**config.mk**
```make
export PLATFORM = sky130hd
export DESIGN_NAME = axis_frame_packetizer_flat
export DESIGN_NICKNAME = d
export VERILOG_FILES = /design/src/rtl/axis_frame_pkg.sv /design/src/rtl/axis_frame_packetizer_if.sv /design/src/rtl/axis_skid_buffer.sv /design/src/rtl/axis_frame_packetizer.sv /design/src/flat_wrapper.sv
export SDC_FILE = /design/constraint.sdc
export NUM_CORES = 1
export LEC_CHECK = 0
export BUFFER_PORTS_ARGS = -buffer_cell sky130_fd_sc_hd__buf_2
export CAP_MARGIN = 20
export CORE_ASPECT_RATIO = 0.9
export CORE_MARGIN = 10
export CORE_UTILIZATION = 45
export DETAILED_ROUTE_END_ITERATION = 10
export GPL_TIMING_DRIVEN = 0
export PLACE_DENSITY_LB_ADDON = 0.1
export SLEW_MARGIN = 10
export SYNTH_ARGS = -nofsm -noshare
export SYNTH_HDL_FRONTEND = slang
export SYNTH_SLANG_ARGS = --single-unit
export TNS_END_PERCENT = 20
```
**constraint.sdc**
```tcl
create_clock -name aclk -period 4.6 [get_ports aclk]
set_input_delay 0.23 -clock aclk [delete_from_list [all_inputs] [get_ports aclk]]
set_output_delay 0.23 -clock aclk [all_outputs]
set_load 0.01 [all_outputs]
```
**src/rtl/axis_frame_pkg.sv**
```systemverilog
// Shared definitions for the AXI4-Stream frame packetizer.
//   state_e           : packetizer FSM states
//   FRAME_COUNT_WIDTH : width of the completed-frame counter
//   SKID_DEPTH        : number of entries in the output skid buffer
package axis_frame_pkg;

  typedef enum logic [1:0] {
    StIdle   = 2'd0,
    StRun    = 2'd1,
    StFinish = 2'd2
  } state_e;

  localparam int unsigned FRAME_COUNT_WIDTH = 32;
  localparam int unsigned SKID_DEPTH        = 2;

endpackage

```
**src/rtl/axis_frame_packetizer_if.sv**
```systemverilog
// AXI4-Stream bundle (tvalid/tready/tdata/tlast).
//   master modport : drives tvalid, tdata, tlast; receives tready
//   slave modport  : receives tvalid, tdata, tlast; drives tready
interface axis_frame_packetizer_if
  import axis_frame_pkg::*;
#(
  parameter int unsigned AXIS_TDATA_WIDTH = 32
) ();

  logic                        tvalid;
  logic                        tready;
  logic [AXIS_TDATA_WIDTH-1:0] tdata;
  logic                        tlast;

  modport master (output tvalid, output tdata, output tlast, input tready);
  modport slave  (input tvalid, input tdata, input tlast, output tready);

endinterface

```
**src/rtl/axis_skid_buffer.sv**
```systemverilog
// Two-entry AXI4-Stream register slice carrying data + tlast, registered ready.
//   aclk, aresetn : clock, asynchronous active-low reset
//   i_en          : allow new beats in (ready is forced low when clear)
//   i_valid/i_data/i_last/o_ready : upstream side
//   m             : downstream AXI4-Stream master; outputs always come from entry 0
module axis_skid_buffer
  import axis_frame_pkg::*;
#(
  parameter int unsigned AXIS_TDATA_WIDTH = 32
) (
  input  logic                        aclk,
  input  logic                        aresetn,
  input  logic                        i_en,
  input  logic                        i_valid,
  input  logic [AXIS_TDATA_WIDTH-1:0] i_data,
  input  logic                        i_last,
  output logic                        o_ready,
  axis_frame_packetizer_if.master     m
);

  localparam int unsigned CntW = $clog2(SKID_DEPTH + 1);

  logic [CntW-1:0]             r_count, w_count_d;
  logic [AXIS_TDATA_WIDTH-1:0] r_data0, r_data1, w_data0_d, w_data1_d;
  logic                        r_last0, r_last1, w_last0_d, w_last1_d;
  logic                        r_ready, w_ready_d;
  logic                        w_push, w_pop;

  assign w_push = i_valid & r_ready;
  assign w_pop  = (r_count != '0) & m.tready;

  always_comb begin
    w_count_d = r_count;
    w_data0_d = r_data0;
    w_data1_d = r_data1;
    w_last0_d = r_last0;
    w_last1_d = r_last1;
    unique case ({w_push, w_pop})
      2'b10: begin
        if (r_count == '0) begin
          w_data0_d = i_data;
          w_last0_d = i_last;
        end else begin
          w_data1_d = i_data;
          w_last1_d = i_last;
        end
        w_count_d = r_count + 1'b1;
      end
      2'b01: begin
        w_data0_d = r_data1;
        w_last0_d = r_last1;
        w_count_d = r_count - 1'b1;
      end
      // Push with pop only happens at one entry (ready is low when full).
      2'b11: begin
        w_data0_d = i_data;
        w_last0_d = i_last;
      end
      default: ;
    endcase
    w_ready_d = i_en && (w_count_d < CntW'(SKID_DEPTH));
  end

  always_ff @(posedge aclk or negedge aresetn) begin
    if (!aresetn) begin
      r_count <= '0;
      r_data0 <= '0;
      r_data1 <= '0;
      r_last0 <= 1'b0;
      r_last1 <= 1'b0;
      r_ready <= 1'b0;
    end else begin
      r_count <= w_count_d;
      r_data0 <= w_data0_d;
      r_data1 <= w_data1_d;
      r_last0 <= w_last0_d;
      r_last1 <= w_last1_d;
      r_ready <= w_ready_d;
    end
  end

  assign o_ready  = r_ready;
  assign m.tvalid = (r_count != '0);
  assign m.tdata  = r_data0;
  assign m.tlast  = r_last0;

endmodule

```
**src/rtl/axis_frame_packetizer.sv**
```systemverilog
// Slices a free-running AXI4-Stream sample stream into frames of cfg_length+1
// beats, marking the final beat of each frame with tlast.
//   aclk, aresetn : clock, asynchronous active-low reset
//   cfg_length    : frame length minus one, latched at frame start
//   enable        : frame generation enable; a falling enable finishes the frame
//   frame_count   : completed frames (tlast handshakes downstream), wraps
//   gap_error     : sticky input discontinuity flag
//   s_axis        : sample input (tlast ignored)
//   m_axis        : framed output
// Optional: define PACKETIZER_GAP_CHECK_EN to build the input continuity checker.
module axis_frame_packetizer
  import axis_frame_pkg::*;
#(
  parameter int unsigned AXIS_TDATA_WIDTH = 32,
  parameter int unsigned LENGTH_WIDTH     = 16
) (
  input  logic                         aclk,
  input  logic                         aresetn,
  input  logic [LENGTH_WIDTH-1:0]      cfg_length,
  input  logic                         enable,
  output logic [FRAME_COUNT_WIDTH-1:0] frame_count,
  output logic                         gap_error,
  axis_frame_packetizer_if.slave       s_axis,
  axis_frame_packetizer_if.master      m_axis
);

  state_e                         r_state, w_state_d;
  logic [LENGTH_WIDTH-1:0]        r_len, w_len_d;
  logic [LENGTH_WIDTH-1:0]        r_beat, w_beat_d;
  logic [FRAME_COUNT_WIDTH-1:0]   r_frame_count;
  logic                           w_s_ready, w_s_fire, w_last, w_en;

  assign w_s_fire = s_axis.tvalid & w_s_ready;
  assign w_last   = (r_beat == r_len);

  always_comb begin
    w_state_d = r_state;
    w_len_d   = r_len;
    w_beat_d  = r_beat;
    unique case (r_state)
      StIdle: begin
        w_beat_d = '0;
        if (enable) begin
          w_state_d = StRun;
          w_len_d   = cfg_length;
        end
      end
      StRun, StFinish: begin
        if (r_state == StRun && !enable) w_state_d = StFinish;
        if (w_s_fire) begin
          if (w_last) begin
            w_beat_d = '0;
            w_len_d  = cfg_length;
            if (r_state == StFinish || !enable) w_state_d = StIdle;
          end else begin
            w_beat_d = r_beat + 1'b1;
          end
        end
      end
      default: w_state_d = StIdle;
    endcase
  end

  always_ff @(posedge aclk or negedge aresetn) begin
    if (!aresetn) begin
      r_state <= StIdle;
      r_len   <= '0;
      r_beat  <= '0;
    end else begin
      r_state <= w_state_d;
      r_len   <= w_len_d;
      r_beat  <= w_beat_d;
    end
  end

  // Ready stays low on the entry cycle into RUN and drops on the exit beat.
  assign w_en = (r_state != StIdle) && (w_state_d != StIdle);

  axis_skid_buffer #(
    .AXIS_TDATA_WIDTH(AXIS_TDATA_WIDTH)
  ) u_skid (
    .aclk   (aclk),
    .aresetn(aresetn),
    .i_en   (w_en),
    .i_valid(s_axis.tvalid),
    .i_data (s_axis.tdata),
    .i_last (w_last),
    .o_ready(w_s_ready),
    .m      (m_axis)
  );

  assign s_axis.tready = w_s_ready;

  always_ff @(posedge aclk or negedge aresetn) begin
    if (!aresetn) begin
      r_frame_count <= '0;
    end else if (m_axis.tvalid && m_axis.tready && m_axis.tlast) begin
      r_frame_count <= r_frame_count + 1'b1;
    end
  end

  assign frame_count = r_frame_count;

`ifdef PACKETIZER_GAP_CHECK_EN
  logic [AXIS_TDATA_WIDTH-1:0] r_prev;
  logic                        r_first;
  logic                        r_gap;

  // The first beat after leaving IDLE has no predecessor to compare with.
  always_ff @(posedge aclk or negedge aresetn) begin
    if (!aresetn) begin
      r_prev  <= '0;
      r_first <= 1'b1;
      r_gap   <= 1'b0;
    end else if (r_state == StIdle) begin
      r_first <= 1'b1;
      if (enable) r_gap <= 1'b0;
    end else if (w_s_fire) begin
      r_prev  <= s_axis.tdata;
      r_first <= 1'b0;
      if (!r_first && (s_axis.tdata != r_prev + 1'b1)) r_gap <= 1'b1;
    end
  end

  assign gap_error = r_gap;
`else
  assign gap_error = 1'b0;
`endif

endmodule
```
**src/flat_wrapper.sv**
```systemverilog
// flat-port wrapper written by rule: the top's interface ports become plain ports
module axis_frame_packetizer_flat import axis_frame_pkg::*;
#(
  parameter int unsigned AXIS_TDATA_WIDTH = 32,
  parameter int unsigned LENGTH_WIDTH     = 16
)
  (aclk, aresetn, cfg_length, enable, frame_count, gap_error, s_axis_tvalid, s_axis_tdata, s_axis_tlast, s_axis_tready, m_axis_tvalid, m_axis_tdata, m_axis_tlast, m_axis_tready);
  axis_frame_packetizer_if #(.AXIS_TDATA_WIDTH(AXIS_TDATA_WIDTH)) s_axis_i ();
  axis_frame_packetizer_if #(.AXIS_TDATA_WIDTH(AXIS_TDATA_WIDTH)) m_axis_i ();
  input  logic aclk;
  input  logic aresetn;
  input  logic [LENGTH_WIDTH-1:0] cfg_length;
  input  logic enable;
  output logic [FRAME_COUNT_WIDTH-1:0] frame_count;
  output logic gap_error;
  input wire logic [$bits(s_axis_i.tvalid)-1:0] s_axis_tvalid;
  input wire logic [$bits(s_axis_i.tdata)-1:0] s_axis_tdata;
  input wire logic [$bits(s_axis_i.tlast)-1:0] s_axis_tlast;
  output wire logic [$bits(s_axis_i.tready)-1:0] s_axis_tready;
  output wire logic [$bits(m_axis_i.tvalid)-1:0] m_axis_tvalid;
  output wire logic [$bits(m_axis_i.tdata)-1:0] m_axis_tdata;
  output wire logic [$bits(m_axis_i.tlast)-1:0] m_axis_tlast;
  input wire logic [$bits(m_axis_i.tready)-1:0] m_axis_tready;
  assign s_axis_i.tvalid = s_axis_tvalid;
  assign s_axis_i.tdata = s_axis_tdata;
  assign s_axis_i.tlast = s_axis_tlast;
  assign s_axis_tready = s_axis_i.tready;
  assign m_axis_tvalid = m_axis_i.tvalid;
  assign m_axis_tdata = m_axis_i.tdata;
  assign m_axis_tlast = m_axis_i.tlast;
  assign m_axis_i.tready = m_axis_tready;
  axis_frame_packetizer #(.AXIS_TDATA_WIDTH(AXIS_TDATA_WIDTH), .LENGTH_WIDTH(LENGTH_WIDTH)) u_core (.aclk(aclk), .aresetn(aresetn), .cfg_length(cfg_length), .enable(enable), .frame_count(frame_count), .gap_error(gap_error), .s_axis(s_axis_i), .m_axis(m_axis_i));
endmodule
```
=== Word-level counts from Yosys, hierarchy flattened ===
Index checks and enable logic that the tools add are counted.
Widths: inputs -> output; s select.

* Output and inout port bits: 68
* Memories: 0
* Memory bits (writable): 0
* ROM bits: 0
* Bits in latches: 0
* Input bits: 54
* Register bits after elaboration: 135

* Bitwise gates (word level): 3
* Shift-type cells: 0
* Divide/modulo/power cells: 0
* Equal/unequal tests: 10
* Magnitude comparators: 1
* Reduce and logical (&&, ||, !) cells: 19
* Multiply operators: 0
* Muxes and demuxes: 18
* $add $sub $neg: 4

{| class="wikitable"
|+ Operator list
! cell !! count
|-
| $pmux 32 s3 || 1
|-
| $mux 16 || 5
|-
| $pmux 16 s2 || 2
|-
| $add 32x1->32 const B || 1
|-
| $mux 32 || 1
|-
| $add 16x1->16 const B || 1
|-
| $eq 16x16->1 || 1
|-
| $mux 2 || 5
|-
| $ne 2x2->1 const B || 4
|-
| $pmux 2 s2 || 2
|-
| $reduce_bool 2->1 || 4
|-
| $eq 2x2->1 const B || 3
|-
| $reduce_and 2->1 || 3
|-
| $logic_and 1x1->1 || 5
|-
| $eq 2x1->1 const B || 2
|-
| $logic_not 2->1 || 2
|-
| $reduce_and 4->1 || 1
|-
| $pmux 1 s3 || 1
|-
| $reduce_bool 3->1 || 1
|-
| $add 2x1->2 const B || 1
|-
| $and 1x1->1 || 2
|-
| $lt 2x2->1 const B || 1
|-
| $reduce_or 2->1 || 1
|-
| $sub 2x1->2 const B || 1
|-
| other kinds (4) || 4
|}

=== Logic depth before layout (Yosys ltp) ===
* Depth after elaboration: 10
* Mapped depth: 10

=== Modules after synthesis ===
From an unflattened synthesis, not the netlist that was laid out.

* Cell total of the unflattened synthesis: 511
* Area, all modules: 6518.8 um^2

{| class="wikitable"
|+ Modules (own cells, without submodules)
! module !! cells each !! times used !! area each (um^2)
|-
| axis_frame_packetizer || 316 || 1 || 3350.7
|-
| axis_skid_buffer || 195 || 1 || 3168.0
|}

=== Worst setup path before layout ===
No wires, ideal clock.

* Path type: reg2reg
* From: reg u_core.r_state[0]
* To: reg u_core.r_len[10]
* Data arrival time: 2.091 ns
* Clock period less this slack: 2.216 ns
* Setup slack: 2.384 ns
* Stages on the path, launching flop included: 10
* Path buffers: 3
* Cell sequence: dfrtp_1 inv_1 ha_1 nor2_1 a21o_1 clkbuf_1 a211o_1 buf_6 buf_6 mux2_4

* Longest elaborated chain between the ends: 4
* Elaborated cells on any way between the ends: 10

{| class="wikitable"
|+ RTL lines
! element !! RTL line !! text
|-
| start: declaration || axis_frame_packetizer.sv:27 || <nowiki>state_e r_state, w_state_d;</nowiki>
|-
| start signal: assignment || axis_frame_packetizer.sv:66 || <nowiki>r_state <= StIdle;</nowiki>
|-
| start signal: assignment || axis_frame_packetizer.sv:70 || <nowiki>r_state <= w_state_d;</nowiki>
|-
| $eq 2x2->1 / $eq 2x1->1 (equally long branches) || axis_frame_packetizer.sv:40 || <nowiki>unique case (r_state)</nowiki>
|-
| $reduce_or 2->1 || axis_frame_packetizer.sv:40 ||
|-
| $ne 2x2->1 (no line) / $reduce_bool 2->1 (equally long branches) || - ||
|-
| $reduce_and 4->1 (no line) || - ||
|-
| end signal: assignment || axis_frame_packetizer.sv:71 || <nowiki>r_len <= w_len_d;</nowiki>
|-
| end: declaration || axis_frame_packetizer.sv:28 || <nowiki>logic [LENGTH_WIDTH-1:0] r_len, w_len_d;</nowiki>
|}

Several ways; a longest one is shown, not always the timed one.
A chain may end at the register's enable or synchronous reset.

=== Worst setup path in the final report ===
* From: reg u_core.u_skid.r_ready (netlist: u_core.u_skid.o_ready)
* To: reg u_core.u_skid.r_data0[1] (netlist: u_core.u_skid.m.tdata[1])

* Longest elaborated chain between the ends: 4
* Elaborated cells on any way between the ends: 8

{| class="wikitable"
|+ RTL lines
! element !! RTL line !! text
|-
| start: declaration || axis_skid_buffer.sv:26 || <nowiki>logic r_ready, w_ready_d;</nowiki>
|-
| start signal: assignment || axis_skid_buffer.sv:78 || <nowiki>r_ready <= w_ready_d;</nowiki>
|-
| $and 1x1->1 * || axis_skid_buffer.sv:29 || <nowiki>assign w_push = i_valid & r_ready;</nowiki>
|-
| $eq 2x2->1 / $eq 2x1->1 (equally long branches) || axis_skid_buffer.sv:38 || <nowiki>unique case ({w_push, w_pop})</nowiki>
|-
| $ne 2x2->1 (no line) / $reduce_bool 3->1 (equally long branches) || - ||
|-
| $reduce_and 2->1 (no line) || - ||
|-
| end signal: assignment || axis_skid_buffer.sv:74 || <nowiki>r_data0 <= w_data0_d;</nowiki>
|-
| end: declaration || axis_skid_buffer.sv:24 || <nowiki>logic [AXIS_TDATA_WIDTH-1:0] r_data0, r_data1, w_data0_d, w_data1_d;</nowiki>
|}

Mark *: on every way between the ends. The rest lies on a longest branch, timed or not.

==> results.py <==
metrics = {
    "logic_synthesis": {
        "syn_area_per_cell_um2": 11.5,
        "synth.most_common_cell": "dfrtp_1",
        "ys_types": 42,
        "synthCells": 538,
        "synth_top_cell_by_area": "dfrtp_1",
        "synth_common_cells": "135 x dfrtp_1, 69 x nand2_1, 41 x mux2_2, 38 x o21ai_0",
        "synth.area.mux_share_pct": 15.1,
        "synth_flop_cell": "dfrtp_1",
        "synthTopCellsByArea": "dfrtp_1 55%, mux2_2 7.5%, mux2i_1 5.2%",
        "synthAdderAreaFrac_pct": 1.62,
        "synth_xor_area_share_pct": 8.51,
        "ys_async_sr_fraction_pct": 100,
        "ys_ff_latch": 135,
        "synth_compound_area_share_pct": 5.12,
        "synth_top_family_by_area": "multiplexers",
        "yosys_warnings": 0,
        "synth_nets": 600,
        "syn_area_um2": 6180,
        "synthSimpleGateAreaFrac_pct": 12.2,
        "synth.top_cell.area_share_pct": 54.7,
        "synth_seq_area_share_pct": 54.7,
        "synth_enable_flop_cells": 0,
    },
    "setup_path": {
        "startpoint_type": "flop",
        "critPathRequiredTime_ns": 4.86,
        "reg2regPathDepth": 7,
        "path_common_cell": "clkbuf_1",
        "crit_path_top_delay_cell": "clkbuf_1",
        "cp.depth": 7,
        "slowest_delay_ns": 0.64,
        "critPathKind": "reg2reg",
        "path_cells": "nand2_1 -> clkbuf_1 -> ha_1 -> clkbuf_1 -> clkbuf_1 -> mux2i_1 -> o21ai_0",
        "path_max_fanout": 10,
        "arrival_ns": 2.87,
        "cp-end-kind": "flop",
        "critical_path.top_delay_family": "buffers and inverters",
        "critPathBufInv": 3,
    },
    "detailed_routing": {
        "via_per_inst": 5.08,
        "wl_per_cell_um": 16.1,
        "firstDrtPassIters": 4,
        "vias": 4359,
        "drt_iter0_markers": 194,
        "drc": 0,
        "routed_wl_um": 13800,
        "ant_nets": 0,
    },
    "clock_tree": {
        "htree_levels": 4,
        "clock_latency_ns": 0.41,
        "postCtsHoldBufs": 1,
        "post-cts-setup-buffer-count": 0,
        "clock_sinks": 135,
        "cts_buffer_depth": 2,
        "cts_tree": "yes",
        "cts_buffers": 17,
        "clk_pin_slew_worst_paths_ns": 0.06,
        "ctsRootBufferMaster": "clkbuf_16",
        "cts-resized-gates": 0,
    },
    "pwr": {
        "p_seq_share_pct": 38.1,
        "powerDensity_nw_per_um2": 607,
        "pwr-share-clk_pct": 30.5,
        "switchingPower_w": 0.00144,
        "netSwitchingFraction_pct": 31.1,
        "irDropWorstVdd_uv": 325,
        "intPower_w": 0.00320,
        "p_leak_nw": 3.75,
        "comb_power_share_pct": 31.5,
    },
    "placement": {
        "place_hpwl_um": 9800,
        "globalplace.congestion": 0.841,
        "dp_worst_setup_slack_ns": 1.95,
        "io_buffers": 119,
    },
    "grt": {
        "use_met3_pct": 6.99,
        "grt_max_degree": 78,
        "grt_util_met1_pct": 19.2,
        "grt_pass1_vias": 4657,
        "use_met2_pct": 23.0,
        "track_usage_pct": 15.3,
        "top_usage_layer": "met2",
        "antenna_found_initial": 0,
        "gr-total-overflow": 0,
        "grt_pass1_wl_um": 23400,
    },
    "layout": {
        "syn2layout_area_growth_pct": 23.7,
        "drive_above_1_share_pct": 30.9,
        "nets": 740,
        "antenna_cells": 0,
    },
    "timing": {
        "setup_viol": 0,
        "skew_ns": 0.00893,
        "tightest_slew_ns": 0.777,
        "slew_violations": 0,
        "rsz0062_at_grt": "false",
        "period_needed_ns": 2.60,
        "hold_viol": 0,
        "period_share_pct": 56.6,
        "slew-limit-headroom_pct": 48.2,
        "layout_setup_ws_ns": 2.00,
        "finalSetupTns_ns": 0,
        "fmax_mhz": 384,
    },
    "floorplanning": {
        "core.rowCount": 40,
        "die_x_um": 144,
        "initial_core_util_pct": 46.1,
        "ios": 122,
        "fp.dieH_um": 131,
        "dieArea_um2": 18800,
        "core_um2": 13400,
    },
    "worst_hold_path": {
        "hold_path_depth": 2,
        "hp-class": "in2reg",
    },
    "run_status": {
        "outcome": "finished, final reports clean",
    },
    "job": {
        "drv_cap": 0,
    },
}
==> final cells by class <==
cell class,count,area [um2]
Buffer,26,134
Sequential cell,135,3380
Timing Repair Buffer,121,639
Multi-Input combinational cell,367,2630
Clock buffer,22,464
Tap cell,168,210
Fill cell,1166,5770
Clock inverter,9,149
Inverter,10,37.5
==> cells in the final DEF (no fill, tap or decap), drive strengths merged, types with 5 or more instances in the layout <==
cell type	synthesis	layout
xnor2	32	32
nor3	10	10
o21ai	38	38
nor4	9	9
nand2	69	69
and3	6	6
nand3	9	9
clkbuf	19	41
clkinv	0	5
a21oi	5	5
mux2i	32	32
nand4	14	14
xor2	28	28
nor2	30	30
buf	7	127
inv	10	10
mux2	51	51
dfrtp	135	135
ha	8	8
==> sequential cells by signal, indices dropped and copies added (netlist names), 2 cells and up <==
signal / count
u_core.frame_count: 32
u_core.r_len: 16
u_core.r_beat: 16
u_core.u_skid.r_data1: 32
u_core.u_skid.r_count: 2
u_core.r_state: 2
u_core.u_skid.m.tdata: 32
==> power groups by stage <==
stage / logic, W / registers (W) / clock network, W
after detailed placement: 0.00149 / 0.00178 / 0
after CTS: 0.00150 / 0.00177 / 0.00145
after global placement: 0.00145 / 0.00177 / 0
final: 0.00146 / 0.00177 / 0.00142
after global routing: 0.00163 / 0.00182 / 0.00151
after floorplan: 0.00100 / 0.00180 / 0
==> final timing paths <==
check | end | start | slack [ns]
setup / recovery | u_core.u_skid.m.tdata[1] | u_core.u_skid.o_ready | 2.00
hold / removal | u_core.r_len[5] | cfg_length[5] | 0.05
setup reg to reg | u_core.u_skid.m.tdata[1] | u_core.u_skid.o_ready | 2.00
hold reg to reg | u_core.frame_count[31] | u_core.frame_count[31] | 0.46
max in group asynchronous | u_core.u_skid.r_data1[3] | aresetn | 3.45
min in group asynchronous | u_core.r_len[9] | aresetn | 0.41
==> per-stage QoR <==
step	hold slack [ns]	std cells	power (W)	utilization [%]	cell area, um2
final	0.0469	858	0.00464	57.0	7640
after detailed placement	0.321	826	0.00327	52.3	7020
after floorplan	-0.0656	538	0.00281	-	6180
after CTS	0.0262	858	0.00472	57.0	7640
after global placement	0.457	825	0.00322	52.1	6980
after global routing	0.0261	858	0.00496	57.0	7640
==> logic make-up (layout without fill, tap and decap cells) <==
family / Yosys count / in the layout
DFF: 135 / 135
xor gates and xnor gates: 60 / 60
and+or+nand+nor: 160 / 160
adders and majority gates: 8 / 8
muxes: 83 / 83
other: 1 / 1
buffers and inverters: 36 / 188
AOI/OAI and AO/OA: 55 / 55
==> worst reg2reg max path: cells and delay by family, from the launching register on <==
kind	cells	cell delay, ns
AOI/OAI and AO/OA	1	0.11
adders and majority gates	1	0.23
buffers and inverters	3	1.36
DFF	1	0.37
muxes	1	0.25
and+or+nand+nor	1	0.14
==> metal layers <==
layer	up-vias	part of all wire, %
met5	-	0
met3	10	7.9
li1	2125	-
met1	2132	45
met2	92	47
met4	0	0.91
No activity file was read; power rests on OpenSTA's default activity.
